File: config.mk
export PLATFORM = sky130hd
export DESIGN_NAME = coin_input_conditioner_flat
export DESIGN_NICKNAME = d
export VERILOG_FILES = /design/src/rtl/io_cond_pkg.sv /design/src/rtl/coin_input_conditioner_if.sv /design/src/rtl/coin_channel.sv /design/src/rtl/coin_input_conditioner.sv /design/src/flat_wrapper.sv
export SDC_FILE = /design/constraint.sdc
export NUM_CORES = 1
export LEC_CHECK = 0
export ABC_CLOCK_PERIOD_IN_PS = 6200
export BUFFER_PORTS_ARGS = -buffer_cell sky130_fd_sc_hd__buf_2
export CAP_MARGIN = 20
export CORE_MARGIN = 5
export CORE_UTILIZATION = 65
export CTS_CLUSTER_SIZE = 16
export DETAILED_ROUTE_END_ITERATION = 10
export GPL_TIMING_DRIVEN = 0
export PLACE_DENSITY = 0.82
export REMOVE_ABC_BUFFERS = 1
export SETUP_SLACK_MARGIN = 0.02
export SLEW_MARGIN = 20
export SYNTH_ARGS = -nofsm -noshare
export SYNTH_HDL_FRONTEND = slang
export SYNTH_SLANG_ARGS = --single-unit
File: constraint.sdc
create_clock -name clk100 -period 6.2 [get_ports clk100]
set_input_delay 0.31 -clock clk100 [delete_from_list [all_inputs] [get_ports clk100]]
set_output_delay 0.31 -clock clk100 [all_outputs]
set_load 0.05 [all_outputs]
File: src/rtl/io_cond_pkg.sv
// Shared types and default constants for the coin/self-test input conditioner.
package io_cond_pkg;

    // Defaults: 1 ms tick at 100 MHz, 5 ms debounce, 20 ms coin pulse.
    localparam int unsigned TICK_DIV_DEF      = 100000;
    localparam int unsigned DB_TICKS_DEF      = 5;
    localparam int unsigned STRETCH_TICKS_DEF = 20;

    typedef enum logic [2:0] {
        IDLE,
        DB_PRESS,
        ACTIVE,
        WAIT_REL,
        DB_REL
    } coin_state_t;

    function automatic int unsigned max3(input int unsigned a, input int unsigned b,
                                         input int unsigned c);
        int unsigned m;
        m = (a > b) ? a : b;
        return (m > c) ? m : c;
    endfunction

endpackage

File: src/rtl/coin_input_conditioner_if.sv
// Raw switch inputs and conditioned active-low outputs between board and io_sound.
// COIN_COUNT_EN adds the 8-bit per-channel press counters.
interface coin_input_conditioner_if;

    logic       btn_coin_l;
    logic       btn_coin_r;
    logic       btn_coin_aux;
    logic       sw_selftest;
    logic       coin_l;
    logic       coin_r;
    logic       coin_aux;
    logic       SELFTEST_b;
`ifdef COIN_COUNT_EN
    logic [7:0] coin_cnt_l;
    logic [7:0] coin_cnt_r;
    logic [7:0] coin_cnt_aux;
`endif

    // Board / stimulus side.
    modport master (
        output btn_coin_l, btn_coin_r, btn_coin_aux, sw_selftest,
`ifdef COIN_COUNT_EN
        input  coin_cnt_l, coin_cnt_r, coin_cnt_aux,
`endif
        input  coin_l, coin_r, coin_aux, SELFTEST_b
    );

    // Conditioner side.
    modport slave (
        input  btn_coin_l, btn_coin_r, btn_coin_aux, sw_selftest,
`ifdef COIN_COUNT_EN
        output coin_cnt_l, coin_cnt_r, coin_cnt_aux,
`endif
        output coin_l, coin_r, coin_aux, SELFTEST_b
    );

endinterface

File: src/rtl/coin_channel.sv
// One coin channel: 2-flop synchroniser, tick debounce and fixed-width low pulse.
// COIN_COUNT_EN adds an 8-bit count of accepted presses.
module coin_channel
    import io_cond_pkg::*;
#(
    parameter int unsigned DB_TICKS      = DB_TICKS_DEF,
    parameter int unsigned STRETCH_TICKS = STRETCH_TICKS_DEF,
    parameter int unsigned CNT_W         = 8
) (
    input  logic       clk100,
    input  logic       rst_b,
    input  logic       tick,
    input  logic       btn,
`ifdef COIN_COUNT_EN
    output logic [7:0] coin_cnt,
`endif
    output logic       coin_b
);

    localparam logic [CNT_W-1:0] DB_LAST      = CNT_W'(DB_TICKS - 1);
    localparam logic [CNT_W-1:0] STRETCH_LAST = CNT_W'(STRETCH_TICKS - 1);

    logic             sync1_q, sync2_q;
    coin_state_t      state_q, state_d;
    logic [CNT_W-1:0] cnt_q, cnt_d;
    logic             out_q;

    // Two-flop synchroniser for the asynchronous switch.
    always_ff @(posedge clk100) begin
        if (!rst_b) begin
            sync1_q <= 1'b0;
            sync2_q <= 1'b0;
        end else begin
            sync1_q <= btn;
            sync2_q <= sync1_q;
        end
    end

    // State, tick counter and registered output (output lags state by one cycle).
    always_ff @(posedge clk100) begin
        if (!rst_b) begin
            state_q <= IDLE;
            cnt_q   <= '0;
            out_q   <= 1'b1;
        end else begin
            state_q <= state_d;
            cnt_q   <= cnt_d;
            out_q   <= (state_q != ACTIVE);
        end
    end

    // Next-state logic; a level change in a debounce state beats a same-cycle tick.
    always_comb begin
        state_d = state_q;
        cnt_d   = cnt_q;
        unique case (state_q)
            IDLE: begin
                if (sync2_q) begin
                    state_d = DB_PRESS;
                    cnt_d   = '0;
                end
            end
            DB_PRESS: begin
                if (!sync2_q) begin
                    state_d = IDLE;
                    cnt_d   = '0;
                end else if (tick) begin
                    if (cnt_q == DB_LAST) begin
                        state_d = ACTIVE;
                        cnt_d   = '0;
                    end else begin
                        cnt_d = cnt_q + CNT_W'(1);
                    end
                end
            end
            ACTIVE: begin
                if (tick) begin
                    if (cnt_q == STRETCH_LAST) begin
                        state_d = WAIT_REL;
                        cnt_d   = '0;
                    end else begin
                        cnt_d = cnt_q + CNT_W'(1);
                    end
                end
            end
            WAIT_REL: begin
                if (!sync2_q) begin
                    state_d = DB_REL;
                    cnt_d   = '0;
                end
            end
            DB_REL: begin
                if (sync2_q) begin
                    state_d = WAIT_REL;
                    cnt_d   = '0;
                end else if (tick) begin
                    if (cnt_q == DB_LAST) begin
                        state_d = IDLE;
                        cnt_d   = '0;
                    end else begin
                        cnt_d = cnt_q + CNT_W'(1);
                    end
                end
            end
            default: begin
                state_d = IDLE;
                cnt_d   = '0;
            end
        endcase
    end

    assign coin_b = out_q;

`ifdef COIN_COUNT_EN
    logic [7:0] coin_cnt_q;

    // Count accepted presses; wraps naturally at 255.
    always_ff @(posedge clk100) begin
        if (!rst_b) begin
            coin_cnt_q <= 8'd0;
        end else if (state_d == ACTIVE && state_q != ACTIVE) begin
            coin_cnt_q <= coin_cnt_q + 8'd1;
        end
    end

    assign coin_cnt = coin_cnt_q;
`endif

endmodule

File: src/rtl/coin_input_conditioner.sv
// Conditions raw coin and self-test switches into clean active-low signals for io_sound.
// Holds the shared tick generator and the self-test level debouncer.
// Define COIN_COUNT_EN to expose per-channel 8-bit press counters.
module coin_input_conditioner
    import io_cond_pkg::*;
#(
    parameter int unsigned TICK_DIV      = TICK_DIV_DEF,
    parameter int unsigned DB_TICKS      = DB_TICKS_DEF,
    parameter int unsigned STRETCH_TICKS = STRETCH_TICKS_DEF
) (
    input  logic                    clk100,
    input  logic                    rst_b,
    coin_input_conditioner_if.slave bus
);

    localparam int unsigned      CNT_W     = $clog2(max3(TICK_DIV, DB_TICKS, STRETCH_TICKS) + 1);
    localparam logic [CNT_W-1:0] TICK_LAST = CNT_W'(TICK_DIV - 1);
    localparam logic [CNT_W-1:0] DB_LAST   = CNT_W'(DB_TICKS - 1);

    logic [CNT_W-1:0] tick_cnt_q;
    logic             tick;

    logic             st_sync1_q, st_sync2_q;
    logic             st_level_q, st_level_d;
    logic [CNT_W-1:0] st_cnt_q, st_cnt_d;

    logic             coin_l_b, coin_r_b, coin_aux_b;

    assign tick = (tick_cnt_q == TICK_LAST);

    // Free-running tick divider; first tick lands TICK_DIV cycles after reset.
    always_ff @(posedge clk100) begin
        if (!rst_b) begin
            tick_cnt_q <= '0;
        end else if (tick) begin
            tick_cnt_q <= '0;
        end else begin
            tick_cnt_q <= tick_cnt_q + CNT_W'(1);
        end
    end

    // Self-test synchroniser, accepted level and disagreement counter.
    always_ff @(posedge clk100) begin
        if (!rst_b) begin
            st_sync1_q <= 1'b0;
            st_sync2_q <= 1'b0;
            st_level_q <= 1'b0;
            st_cnt_q   <= '0;
        end else begin
            st_sync1_q <= bus.sw_selftest;
            st_sync2_q <= st_sync1_q;
            st_level_q <= st_level_d;
            st_cnt_q   <= st_cnt_d;
        end
    end

    // Accept a new self-test level after DB_TICKS ticks of uninterrupted disagreement.
    always_comb begin
        st_level_d = st_level_q;
        st_cnt_d   = st_cnt_q;
        if (st_sync2_q == st_level_q) begin
            st_cnt_d = '0;
        end else if (tick) begin
            if (st_cnt_q == DB_LAST) begin
                st_level_d = st_sync2_q;
                st_cnt_d   = '0;
            end else begin
                st_cnt_d = st_cnt_q + CNT_W'(1);
            end
        end
    end

    assign bus.SELFTEST_b = ~st_level_q;

    coin_channel #(
        .DB_TICKS      (DB_TICKS),
        .STRETCH_TICKS (STRETCH_TICKS),
        .CNT_W         (CNT_W)
    ) u_coin_l (
        .clk100   (clk100),
        .rst_b    (rst_b),
        .tick     (tick),
        .btn      (bus.btn_coin_l),
`ifdef COIN_COUNT_EN
        .coin_cnt (bus.coin_cnt_l),
`endif
        .coin_b   (coin_l_b)
    );

    coin_channel #(
        .DB_TICKS      (DB_TICKS),
        .STRETCH_TICKS (STRETCH_TICKS),
        .CNT_W         (CNT_W)
    ) u_coin_r (
        .clk100   (clk100),
        .rst_b    (rst_b),
        .tick     (tick),
        .btn      (bus.btn_coin_r),
`ifdef COIN_COUNT_EN
        .coin_cnt (bus.coin_cnt_r),
`endif
        .coin_b   (coin_r_b)
    );

    coin_channel #(
        .DB_TICKS      (DB_TICKS),
        .STRETCH_TICKS (STRETCH_TICKS),
        .CNT_W         (CNT_W)
    ) u_coin_aux (
        .clk100   (clk100),
        .rst_b    (rst_b),
        .tick     (tick),
        .btn      (bus.btn_coin_aux),
`ifdef COIN_COUNT_EN
        .coin_cnt (bus.coin_cnt_aux),
`endif
        .coin_b   (coin_aux_b)
    );

    assign bus.coin_l   = coin_l_b;
    assign bus.coin_r   = coin_r_b;
    assign bus.coin_aux = coin_aux_b;

endmodule
File: src/flat_wrapper.sv
// flat-port wrapper written by rule: the top's interface ports become plain ports
module coin_input_conditioner_flat import io_cond_pkg::*;
#(
    parameter int unsigned TICK_DIV      = TICK_DIV_DEF,
    parameter int unsigned DB_TICKS      = DB_TICKS_DEF,
    parameter int unsigned STRETCH_TICKS = STRETCH_TICKS_DEF
)
  (clk100, rst_b, bus_btn_coin_l, bus_btn_coin_r, bus_btn_coin_aux, bus_sw_selftest, bus_coin_l, bus_coin_r, bus_coin_aux, bus_SELFTEST_b);
  coin_input_conditioner_if bus_i ();
  input  logic clk100;
  input  logic rst_b;
  input wire logic [$bits(bus_i.btn_coin_l)-1:0] bus_btn_coin_l;
  input wire logic [$bits(bus_i.btn_coin_r)-1:0] bus_btn_coin_r;
  input wire logic [$bits(bus_i.btn_coin_aux)-1:0] bus_btn_coin_aux;
  input wire logic [$bits(bus_i.sw_selftest)-1:0] bus_sw_selftest;
  output wire logic [$bits(bus_i.coin_l)-1:0] bus_coin_l;
  output wire logic [$bits(bus_i.coin_r)-1:0] bus_coin_r;
  output wire logic [$bits(bus_i.coin_aux)-1:0] bus_coin_aux;
  output wire logic [$bits(bus_i.SELFTEST_b)-1:0] bus_SELFTEST_b;
  assign bus_i.btn_coin_l = bus_btn_coin_l;
  assign bus_i.btn_coin_r = bus_btn_coin_r;
  assign bus_i.btn_coin_aux = bus_btn_coin_aux;
  assign bus_i.sw_selftest = bus_sw_selftest;
  assign bus_coin_l = bus_i.coin_l;
  assign bus_coin_r = bus_i.coin_r;
  assign bus_coin_aux = bus_i.coin_aux;
  assign bus_SELFTEST_b = bus_i.SELFTEST_b;
  coin_input_conditioner #(.TICK_DIV(TICK_DIV), .DB_TICKS(DB_TICKS), .STRETCH_TICKS(STRETCH_TICKS)) u_core (.clk100(clk100), .rst_b(rst_b), .bus(bus_i));
endmodule
# Yosys cells after proc, flatten, opt, wreduce, memory -nomap -nowiden
# Cells that the tools add are included.
dict set report word_totals {
  regBits 106
  output_inout_bits 4
}
dict set report classes {
  n_reduce_logical 12
  bitwise_logic 3
  eq_ne 48
  n_mux 61
  add_sub_neg 5
}
# operator n
set ops {}
lappend ops {{$mux 17} 25}
lappend ops {{$pmux 17 s5} 3}
lappend ops {{$mux 3} 30}
lappend ops {{$add 17x1->17 const B} 5}
lappend ops {{$eq 17x3->1 const B} 4}
lappend ops {{$eq 17x5->1 const B} 3}
lappend ops {{$pmux 3 s5} 3}
lappend ops {{$ne 3x2->1 const B} 9}
lappend ops {{$reduce_and 8->1} 3}
lappend ops {{$eq 3x2->1 const B} 6}
lappend ops {{$ne 2x2->1 const B} 9}
lappend ops {{$ne 3x3->1 const B} 6}
lappend ops {{$eq 17x17->1 const B} 1}
lappend ops {{$reduce_and 3->1} 4}
lappend ops {{$eq 3x1->1 const B} 3}
lappend ops {{$eq 3x3->1 const B} 3}
lappend ops {{$logic_not 3->1} 3}
lappend ops {{$ne 2x1->1 const B} 3}
lappend ops {{$reduce_or 2->1} 2}
lappend ops {{$not 1->1} 3}
lappend ops {{$eq 1x1->1} 1}

# Longest topological paths before layout
dict set report depth {
  word_depth 5
  depth_mapped 10
  depth_no_buf 7
}

# Hierarchy
# From an unflattened synthesis, not the netlist that was laid out.
dict set report unflattened {
  hier_cells 752
  area_unflattened_um2 6208.5
}
# mod cells_each instances area_per_inst_um2
set by_module_without_submodules {}
lappend by_module_without_submodules {coin_channel 185 3 1488.9}
lappend by_module_without_submodules {coin_input_conditioner 197 1 1741.7}

# Worst setup path before layout
# OpenSTA, ideal clock, no wires.
dict set report synth_path {
  path_kind {register to register}
  start {register u_core.tick_cnt_q[0]}
  end {register u_core.u_coin_l.cnt_q[14]}
  required_ps 6112
  stages_incl_launch_ff 11
  setup_slack_ps 4189
  n_path_buf 3
  arrival_time_ps 1923
  cell_sequence {dfxtp_1 > ha_1 > and4_1 > buf_4 > and4_1 > buf_4 > nand2b_2 > a21oi_2 > buf_4 > a41oi_2 > a311oi_2}
}
dict set report synth_via {
  elab_chain_len 4
  elab_cells_between_ends 7
  cone_classes {eq/ne (2); mux (4); reduce/logical (1)}
}
# item line
set synth_rtl {}
lappend synth_rtl {{start, declared} coin_input_conditioner.sv:20} ;# logic [CNT_W-1:0] tick_cnt_q;
lappend synth_rtl {{start signal, assigned} coin_input_conditioner.sv:38} ;# tick_cnt_q <= tick_cnt_q + CNT_W'(1);
lappend synth_rtl {{$eq 17x17->1 *} coin_input_conditioner.sv:29} ;# assign tick = (tick_cnt_q == TICK_LAST);
lappend synth_rtl {{$mux 17} --}
lappend synth_rtl {{$mux 17, on equally long branches} --}
lappend synth_rtl {{$pmux 17 s5} --}
lappend synth_rtl {{end signal, assigned} coin_channel.sv:47} ;# cnt_q <= cnt_d;
lappend synth_rtl {{end, declared} coin_channel.sv:25} ;# logic [CNT_W-1:0] cnt_q, cnt_d;
# Mark *: on every way between the ends. The rest lies on a longest branch, timed or not.
# A chain may end at the register's enable or synchronous reset.

# Final worst setup path
dict set report layout_path {
  start {register u_core.tick_cnt_q[0]}
  end {register u_core.u_coin_aux.cnt_q[7]}
}
dict set report layout_via {
  elab_chain_len 4
  elab_cells_between_ends 7
  cone_classes {eq/ne (2); mux (4); reduce/logical (1)}
}
# item line
set layout_rtl {}
lappend layout_rtl {{$eq 17x17->1 *} coin_input_conditioner.sv:29}
lappend layout_rtl {{$mux 17} --}
lappend layout_rtl {{$mux 17, on equally long branches} --}
lappend layout_rtl {{$pmux 17 s5} --}
lappend layout_rtl {{end signal, assigned} coin_channel.sv:47}
lappend layout_rtl {{end, declared} coin_channel.sv:25}
# Marks and branches as above.

==> results.yml <==
run_status:
  status: "complete, no violations"
finish:
  diodes: 0
  layout_common_cells: "dfxtp_1, nand2_1, nor2_1"
  fin_cells: 756
  layout_commonest_cell: "dfxtp_1"
  num-fill-cells: 696
  finalNetCount: 663
  final-seq-area_mm2: 0.002122
  syn2layout_area_growth_pct: 3.286
  multi_input_comb_area_mm2: 0.003192
  drive_gt1_share_pct: 10.14
logic_synthesis:
  syn_area_mm2: 0.005559
  ys.flop_type: "dfxtp_1"
  ys_ff_latch: 106
  synth-edff-count: 0
  yosys_warnings: 0
  yosysUniqueCellTypes: 76
  netlist.area_leader.share_pct: 38.17
  syn_area_per_cell_um2: 8.461
  synthTopCellsByArea: "dfxtp_1, nand2_1, a21oi_1"
  synthArstFlopShare_pct: 0
  synth_largest_area_cell: "dfxtp_1"
  yosysSeqAreaShare_pct: 38.17
  synthCells: 657
floorplanning:
  dieWidth_um: 102.5
  pin_count: 10
  core_area_mm2: 0.008258
  die_area_mm2: 0.01050
  die_h_um: 102.5
  start_util_pct: 67.32
  num_rows: 33
critical_path:
  cp-end-kind: "flip-flop"
  worst-path-max-fanout: 17
  regToRegEndpoint: "u_core.u_coin_aux.cnt_q[7]$_SDFFE_PN0P_"
  crit_type: "flip-flop to flip-flop"
  reg2reg_depth: 7
  cp.arrival_ns: 3.30
  crit_required_ns: 6.43
  start_kind: "flip-flop"
  crit-reg2reg-launch: "u_core.tick_cnt_q[0]$_SDFF_PP0_"
  r2r_setup_slack_ns: 3.13
sta:
  fin_ws_ns: 3.135
  hold_viol_final: 0
  drv_slew: 0
  fmax_mhz: 326.2
  slew-limit-headroom_pct: 36.25
  fin_skew_ns: 0.009594
  tightest_slew_ns: 0.9552
  hold_ws_ns: 0.1466
  min_period_ns: 3.065
  fin_crit_sh_pct: 49.44
  setup_violations: 0
  rsz0062_at_grt: "no"
  fin_tns_setup_ns: 0
global_route:
  grt_pass1_wl_um: 19280
  antenna_found_initial: 0
  grt_overflow_total: 0
  grt_pass1_vias: 4390
  grt_max_degree: 26
  grt_usage_pct: 22.16
routing:
  wl_um: 10910
  drt_iter0_drc: 163
  via_per_inst: 6.241
  drt.antenna.violating_nets: 0
  dr.pass1.iters: 5
  vias: 4718
  drc: 0
  wire_per_inst_um: 14.43
pwr:
  vdd_drop_max_mv: 0.1395
  power.density_mw_per_mm2: 225.5
  leakage_uw: 0.001839
  fin_total_pwr_uw: 1295
run:
  cap_violations: 0
clocking:
  cts_buffers: 9
  cts.repair.resized: 0
  holdBufCountCts: 0
  clock_latency_ns: 0.36
  clk_pin_slew_ns: 0.09
  clockRootBuffer: "clkbuf_8"
  cts_sinks: 106
  cts_tree: "done"
  htree_levels: 3
  clk_path_buf_depth: 2
  cts_setup_buffers: 0
placed_design:
  dp_hpwl_um: 7645
  dpl.cell_count: 742
  place_ws_ns: 3.179
  portBuffers: 9
  gp_congestion: 0.8748
hold_path:
  holdPathStages: 2
  hp-start: "bus_btn_coin_aux"
  hold_path.class: "input port to flip-flop"
  holdPathEnd: "u_core.u_coin_aux.sync1_q$_SDFF_PN0_"
-- registers in the layout, summed over array words and instances, names as in the netlist, 3 cells and up --
name                       cells
u_core.u_coin_aux.state_q      3
u_core.st_cnt_q               17
u_core.u_coin_r.cnt_q         17
u_core.u_coin_aux.cnt_q       17
u_core.u_coin_r.state_q        3
u_core.u_coin_l.cnt_q         17
u_core.tick_cnt_q             17
u_core.u_coin_l.state_q        3
-- logic make-up after synthesis --
| family | after synthesis | synth area share (%) |
|---|---|---|
| XOR/XNOR | 30 | 4.727 |
| multiplexers | 5 | 0.9903 |
| adder cells (fa/ha/maj) | 9 | 2.026 |
| AND/OR/NAND/NOR | 302 | 30.14 |
| AO/OA/AOI/OAI | 151 | 19.54 |
| buffers and inverters | 54 | 4.412 |
| flip-flops | 106 | 38.17 |
-- final cells by class --
class                      instances  area share (%)
clock buffer                       9           2.157
clock inverter                     5          0.5884
inverter                          25           1.634
multi-input combinational        497           55.59
sequential                       106           36.96
tap                              105           2.288
timing repair buffer               9          0.7845
-- Yosys cell counts, types with 4 or more instances --
master    count
a211oi_1      5
a21oi_1      52
a22oi_1       5
a311oi_1     15
a31oi_1       9
a41oi_1       6
and2_1       11
and3_1       18
and4_1        7
buf_2        16
buf_4         4
clkbuf_1      8
dfxtp_1     106
ha_1          9
inv_1        25
mux2i_1       4
nand2_1      70
nand2b_1      5
nand3_1      25
nand3b_1      6
nand4_1      15
nor2_1       69
nor2b_1       5
nor3_1       13
nor3b_1       5
nor4_1        8
o21ai_0      19
o21ai_1       4
or3_1        12
xnor2_1      13
xor2_1       17
-- through the flow --
step,util [%],instance area (µm²)
5_1_grt,69.53,5742
2_1_floorplan,-,5408
4_1_cts,69.53,5742
3_5_place_dp,67.62,5584
3_3_place_gp,67.62,5584
6_report,69.53,5742
-- how the worst max path moves through the flow --
stage | from | endpoint | slack [ns] | cells after the start
final | u_core.tick_cnt_q[0]$_SDFF_PP0_ | u_core.u_coin_aux.cnt_q[7]$_SDFFE_PN0P_ | 3.13 | 7
after CTS | u_core.tick_cnt_q[0]$_SDFF_PP0_ | u_core.u_coin_aux.cnt_q[7]$_SDFFE_PN0P_ | 3.16 | 7
after global placement | u_core.tick_cnt_q[0]$_SDFF_PP0_ | u_core.u_coin_aux.cnt_q[13]$_SDFFE_PN0P_ | 3.22 | 7
after detailed placement | u_core.tick_cnt_q[0]$_SDFF_PP0_ | u_core.u_coin_aux.cnt_q[7]$_SDFFE_PN0P_ | 3.18 | 7
after global routing | u_core.tick_cnt_q[0]$_SDFF_PP0_ | u_core.u_coin_aux.cnt_q[10]$_SDFFE_PN0P_ | 2.92 | 7
after floorplan | u_core.tick_cnt_q[0]$_SDFF_PP0_ | u_core.u_coin_aux.cnt_q[11]$_SDFFE_PN0P_ | 3.80 | 7
-- worst max-delay path, cell delays in order, from the launching register on --
cell	delay, ns
dfxtp_1	0.40
ha_1	0.22
and4_1	0.31
nand4_2	0.57
a21oi_2	0.75
nand3_2	0.17
nand2_1	0.38
nor3_1	0.11
-- per-layer routing --
| metal | vias up | global-route usage (%) | wire length (µm) |
|---|---|---|---|
| li1 | 2365 | - | - |
| met3 | 17 | 4.505 | 454 |
| met1 | 2228 | 28.29 | 5033 |
| met2 | 108 | 37.54 | 5273 |
| met5 | - | 0 | 0 |
| met4 | 0 | 7.064 | 150 |
-- power breakdown --
| part | switching [µW] | internal, µW | total (µW) |
|---|---|---|---|
| Clock | 222 | 141 | 363 |
| Sequential | 25.2 | 693 | 718 |
| Combinational | 141 | 72.8 | 214 |
Power figures use the tool's default switching activity.
